`src/rtl/game_round_timer.sv`:
```
// Round timer: button edge detect, run/pause/over FSM, speed-scaled frame prescaler, second countdown.
// All outputs registered; frame/second/done are single-cycle strobes.
module game_round_timer #(
  parameter int cycles_per_frame_p  = 16,
  parameter int frames_per_second_p = 8,
  parameter int round_seconds_p     = 4,
  parameter int width_p             = 32,
  localparam int SW = $clog2(round_seconds_p + 1)
) (
  input  logic               clk_i,
  input  logic               reset_i,
  input  logic               startbutton_i,
  input  logic               pausebutton_i,
  input  logic [1:0]         speed_i,
  output logic [width_p-1:0] fstep_o,
  output logic               frame_o,
  output logic               second_o,
  output logic [SW-1:0]      seconds_left_o,
  output logic [1:0]         state_o,
  output logic               done_o
);

  localparam int PW = $clog2(cycles_per_frame_p + 1);
  localparam int FW = $clog2(frames_per_second_p + 1);

  typedef enum logic [1:0] {
    IDLE  = 2'd0,
    RUN   = 2'd1,
    PAUSE = 2'd2,
    OVER  = 2'd3
  } state_t;

  state_t        state;
  logic          start_q;
  logic          pause_q;
  logic [PW-1:0] presc;
  logic [PW-1:0] div_q;
  logic [FW-1:0] fcnt;

  wire start_ev = startbutton_i & ~start_q;
  wire pause_ev = pausebutton_i & ~pause_q;

  function automatic logic [PW-1:0] calc_div(input logic [1:0] spd);
    logic [PW-1:0] d;
    d = PW'(cycles_per_frame_p >> spd);
    if (d == '0) d = PW'(1);
    return d;
  endfunction

  assign state_o = state;

  always_ff @(posedge clk_i or negedge reset_i) begin
    if (!reset_i) begin
      state          <= IDLE;
      start_q        <= 1'b0;
      pause_q        <= 1'b0;
      presc          <= '0;
      div_q          <= PW'(cycles_per_frame_p);
      fcnt           <= '0;
      fstep_o        <= '0;
      frame_o        <= 1'b0;
      second_o       <= 1'b0;
      done_o         <= 1'b0;
      seconds_left_o <= SW'(round_seconds_p);
    end else begin
      start_q  <= startbutton_i;
      pause_q  <= pausebutton_i;
      frame_o  <= 1'b0;
      second_o <= 1'b0;
      done_o   <= 1'b0;
      case (state)
        IDLE, OVER: begin
          if (start_ev) begin
            state          <= RUN;
            fstep_o        <= '0;
            presc          <= '0;
            fcnt           <= '0;
            seconds_left_o <= SW'(round_seconds_p);
            div_q          <= calc_div(speed_i);
          end
        end
        RUN: begin
          if (pause_ev) state <= PAUSE;
          // >= rather than == keeps the wrap safe even if div_q ever shrinks below the count
          if (presc >= div_q - PW'(1)) begin
            presc   <= '0;
            div_q   <= calc_div(speed_i);
            fstep_o <= fstep_o + width_p'(1);
            frame_o <= 1'b1;
            if (fcnt == FW'(frames_per_second_p - 1)) begin
              fcnt           <= '0;
              second_o       <= 1'b1;
              seconds_left_o <= seconds_left_o - SW'(1);
              if (seconds_left_o == SW'(1)) begin
                state  <= OVER;
                done_o <= 1'b1;
              end
            end else begin
              fcnt <= fcnt + FW'(1);
            end
          end else begin
            presc <= presc + PW'(1);
          end
        end
        PAUSE: begin
          if (pause_ev) state <= RUN;
        end
        default: state <= IDLE;
      endcase
    end
  end

endmodule

```
`config.mk`:
```
export PLATFORM = sky130hd
export DESIGN_NAME = game_round_timer
export DESIGN_NICKNAME = d
export VERILOG_FILES = /design/src/rtl/game_round_timer.sv
export SDC_FILE = /design/constraint.sdc
export NUM_CORES = 1
export LEC_CHECK = 0
export CAP_MARGIN = 15
export CORE_UTILIZATION = 53
export DETAILED_ROUTE_END_ITERATION = 7
export PLACE_DENSITY = 0.78
export SLEW_MARGIN = 30
export SYNTH_ARGS = -nofsm -noshare
export SYNTH_HDL_FRONTEND = slang
export SYNTH_SLANG_ARGS = --single-unit
```
`constraint.sdc`:
```
create_clock -name clk_i -period 3.65 [get_ports clk_i]
set_clock_uncertainty 0.15 [all_clocks]
set_input_delay 1.095 -clock clk_i [delete_from_list [all_inputs] [get_ports clk_i]]
set_output_delay 1.095 -clock clk_i [all_outputs]
set_load 0.03 [all_outputs]
```
== Word-level counts from Yosys, hierarchy flattened ==
Cells that the tools add are included.
Widths: inputs -> output; s select.

* Add/subtract/negate cells: 5
* Magnitude comparators: 1
* Equality and inequality tests: 9
* Shift operators: 1
* Mux-type cells: 34
* Bitwise operators: 4
* Reduce and logical (&&, ||, !) cells: 8

{| class="wikitable"
|+ Operator list
! kind !! number
|-
| $mux 32 || 2
|-
| $pmux 32 s2 || 1
|-
| $add 32x1->32 const B || 1
|-
| $mux 5 || 5
|-
| $pmux 5 s2 || 2
|-
| $mux 2 || 6
|-
| $mux 4 || 3
|-
| $mux 1 || 9
|-
| $mux 3 || 3
|-
| $ne 2x2->1 const B || 4
|-
| $pmux 4 s2 || 1
|-
| $pmux 2 s3 || 1
|-
| $pmux 3 s2 || 1
|-
| $add 5x1->5 const B || 1
|-
| $ge 5x5->1 || 1
|-
| $logic_not 5->1 || 1
|-
| $shr 5x2->5 const A || 1
|-
| $sub 5x1->5 const B || 1
|-
| $add 4x1->4 const B || 1
|-
| $eq 2x2->1 const B || 2
|-
| $eq 4x3->1 const B || 1
|-
| $reduce_and 2->1 || 2
|-
| $reduce_and 4->1 || 1
|-
| $eq 3x1->1 const B || 1
|-
| other kinds (8) || 10
|}

* Register bits: 56
* Input port bits: 6
* Output and inout bits: 40
* Logic and storage cells: 73

== Longest topological paths before layout ==
Gate-level depths: netlist of run 1.

* Depth in word-level cells: 7
* Mapped depth: 12
* Depth with buffers taken out: 10

== Least setup slack after synthesis of run 1 ==
Ideal clock, no wire load.

* Path kind: reg-to-reg
* Start point: register div_q[0]
* End point: register fstep_o[13]
* Setup time: 0.078 ns
* Arrival: 2.568 ns
* Data required time: 3.422 ns
* Slack: 0.854 ns
* Cell stages (with the launch flop): 11
* Buffers on the path: 0
* Period minus slack after synthesis: 2.796 ns
* Cells stage by stage: dfrtp_1 > inv_1 > ha_1 > nor3b_1 > xnor2_1 > ha_1 > a21oi_1 > and2_1 > a211oi_1 > or4b_2 > a21oi_1

* Longest elaborated chain between the ends: 4

{| class="wikitable"
|+ RTL lines
! item !! RTL line !! text
|-
| start: declaration || 37 || <nowiki>logic [PW-1:0] div_q;</nowiki>
|-
| start signal: assignment || 58 || <nowiki>div_q <= PW'(cycles_per_frame_p);</nowiki>
|-
| start signal: assignment || 79 || <nowiki>div_q <= calc_div(speed_i);</nowiki>
|-
| start signal: assignment || 87 || <nowiki>div_q <= calc_div(speed_i);</nowiki>
|-
| $sub 5x1->5 || 85 || <nowiki>if (presc >= div_q - PW'(1)) begin</nowiki>
|-
| $ge 5x5->1 || 85 ||
|-
| $ne 2x2->1 (no line) || - ||
|-
| $reduce_and 3->1 (no line) || - ||
|-
| end signal: assignment || 88 || <nowiki>fstep_o <= fstep_o + width_p'(1);</nowiki>
|-
| end: declaration || 15 || <nowiki>output logic [width_p-1:0] fstep_o,</nowiki>
|}

No other way between the ends.
A chain may end at the register's enable or synchronous reset.

== Worst setup path after layout of run 1 ==
* Start point: register div_q[0]
* End point: register fstep_o[27]

Same word-level chain as after synthesis.

==> results of run 1 <==
## worst paths after layout
check | start | endpoint | slack (ps) | depth (start not counted)
worst min register to register | div_q[4] | div_q[4] | 340 | 2
worst min-delay path | div_q[4] | div_q[4] | 340 | 2
min in group asynchronous | reset_i | fstep_o[28] | 680 | 1
max in group asynchronous | reset_i | seconds_left_o[2] | 1920 | 2
worst max register to register | div_q[0] | fstep_o[27] | 480 | 11
worst max-delay path | div_q[0] | fstep_o[27] | 480 | 11
## sequential cells by signal, indices dropped and copies added, names as in the netlist
signal and count:
start_q 1, seconds_left_o 3, presc 5, second_o 1, fstep_o 32, state_o 2, done_o 1, pause_q 1
div_q 5, fcnt 4, frame_o 1
## synthesized netlist by cell type, types with 2 or more instances
cell      number
nor3_1         4
o211ai_1       8
a21o_1         3
nand4b_1       3
inv_1         11
o41ai_1        5
nand2b_1       7
or4_1         16
xor2_1         5
mux2i_1        2
o22ai_1        3
buf_2          5
nand3b_1       2
or4b_2         2
a22o_1         5
nand3_1       15
o21ai_1        2
clkbuf_1      10
nand2_1       34
nor4_1         2
and3_1         5
a31oi_1        2
nor3b_1        2
xnor2_1        3
ha_1          13
or2_2          4
or3_1          6
and2_1         2
nor2b_1        2
a21oi_1       32
o31ai_1       16
dfrtp_1       54
nor2_1        16
dfstp_2        2
nand4_1        9
o21ai_0       16
## area by class of cell
| type | count | area, um^2 | area share [%] |
|---|---|---|---|
| multi-input cells | 259 | 1680 | 43.3 |
| flip-flops and latches | 56 | 1400 | 36.3 |
| repair buffers | 54 | 533 | 13.8 |
| clock buffers | 7 | 96.3 | 2.49 |
| well taps | 72 | 90.1 | 2.33 |
| inverters | 11 | 41.3 | 1.07 |
| clock inverters | 1 | 30.0 | 0.776 |
## worst max-delay path, cell delays in order (launching register included)
cell and delay (ps):
dfrtp_1 380, inv_1 100, ha_1 190, nor3b_1 260, xnor2_1 160, ha_1 300, a21oi_1 320, nand2_1 180
o21ai_4 520, buf_16 240, nor4_1 90, mux2i_1 160
## power by group
part | switching [W] | internal [W] | leakage [nW] | total [W]
registers | 0.000115 | 0.000728 | 0.743 | 0.000843
logic | 0.000824 | 0.000511 | 0.768 | 0.00134
clock network | 0.000203 | 0.000242 | 0.0645 | 0.000445
## kinds of logic after synthesis
kind of cell,Yosys count,share of synthesized area (%)
adder cells (fa/ha/maj),13,5.13
XOR/XNOR,8,2.21
buffers and inverters,26,3.27
flip-flops,56,44.2
AO/OA/AOI/OAI,98,19.6
multiplexers,3,0.986
AND/OR/NAND/NOR,137,24.6
## per-stage QoR
step                      setup WS (ps)  util [%]  instance area (um^2)  hold WS, ps  instances
after floorplan                     854         -                  3170          309        341
after global placement              277      65.9                  3720          337        451
after detailed placement            187      66.4                  3740          335        452
after CTS                           504      68.6                  3870          349        460
after global routing                302      68.6                  3870          359        460
final                               477      68.6                  3870          342        460
## routing by layer
| layer | routed length [um] | global-route usage (%) | share of wire, % |
|---|---|---|---|
| met5 | 0 | 0 | 0 |
| met4 | 122 | 8.91 | 1.6 |
| met3 | 243 | 4.34 | 3.2 |
| met2 | 3800 | 45.1 | 51 |
| met1 | 3320 | 30.5 | 44 |
## layout by cell type, fill, tap and decap left out, types with 11 or more instances in the layout
cell / n
a21oi_1: 32
clkdlybuf4s50_1: 44
dfrtp_1: 54
ha_1: 13
inv_1: 11
nand2_1: 34
nand3_1: 15
nor2_1: 16
o21ai_0: 16
o31ai_1: 16
or4_1: 16
==> run metrics, run 1 <==
status=completed; startpoint types=flip-flop; share of Yosys cell area claimed by the top area cell type=42.6%; largest net degree at the start of global routing=34; crit share post-route=86.9%; DRT Pass-1 Iters=4; CTS Root Cell=clkbuf_8; Post-CTS Setup Bufs=0; clock sink total=56; Core ar.=0.00564 mm^2; final setup fails=0; routed vias/inst=6.08; Clock transition at path regs=110 ps; worst slew pin tran=745 ps; TritonCTS clock tree=done; die width=79.4 um; number of synthesized flops with an enable pin=0; Post-Syn Instances=341; Die H=79.4 um; Final ANT Viol Nets=0; Seq/Total Area, Yosys=44.2%; via count=2798; unrepaired setup endpoints after global routing=false; Port Buffer Count=45; post-CTS sizing=0; Worst Path Required=3700 ps; crit end category=flip-flop; P_leak=1.58 nW; ratio of cells with drive above 1 in the final layout=8.51%; Mean Syn Cell Area=9.31 um^2; worst hold path type=reg -> reg; Std-Cell Rows=27; Max-Cap Viols=0; Die ar.=0.00630 mm^2; Final min period=3170 ps; syn_nets=360; Async SR Flop Fraction=100%; cts hold-fix bufs=0; Synth area leaders=dfrtp_1, ha_1, a21oi_1, nand2_1, o31ai_1; FMAX=0.315 GHz; area grow syn2layout=22.0%; Final nets=406; Seq cells post-synth=56; Mapped Area=0.00317 mm^2; antenna cells=0; Yosys Warn Count=0; # fillers=460; clk_lat worst skew=310 ps; CTS Buf Count=5; vias in the first global route=2759; Synth Flop Type=dfrtp_1; Total Power=0.00262 W; PwrDens=678 mW/mm^2; initial detailed-routing violation count=218; first-pass GRT wire length=12.6 mm; clk buf depth=2; setup TNS=0 ps; I/O pins=46; gr ovfl total=0; WS Path Type=reg -> reg; Slew Limit Fails=0; post-synthesis cell type count=49; max_slew headroom=50.3%; DP Wirelength=5.40 mm; GP Congestion=0.849; Initial Utilization=56.2%; initial antenna violation count=0; WL final=7.49 mm; Post-route DRC=0; WL/cell=16.3 um; Worst IR Drop VDD=0.000478 V; GRT Total Usage=25.3%; Final Hold Vio Count=0; H-tree levels=2; Max FO, Critical Path=30; CP arrival=3220 ps; cell taking the most area after synthesis=dfrtp_1
(Power assumes the default switching activity.)
==> run 2: changes to the inputs <==
- SKIP_LAST_GASP: unset -> 1
==> results of run 2 <==
Final layout, timing and power as in run 1 (identical DEF).
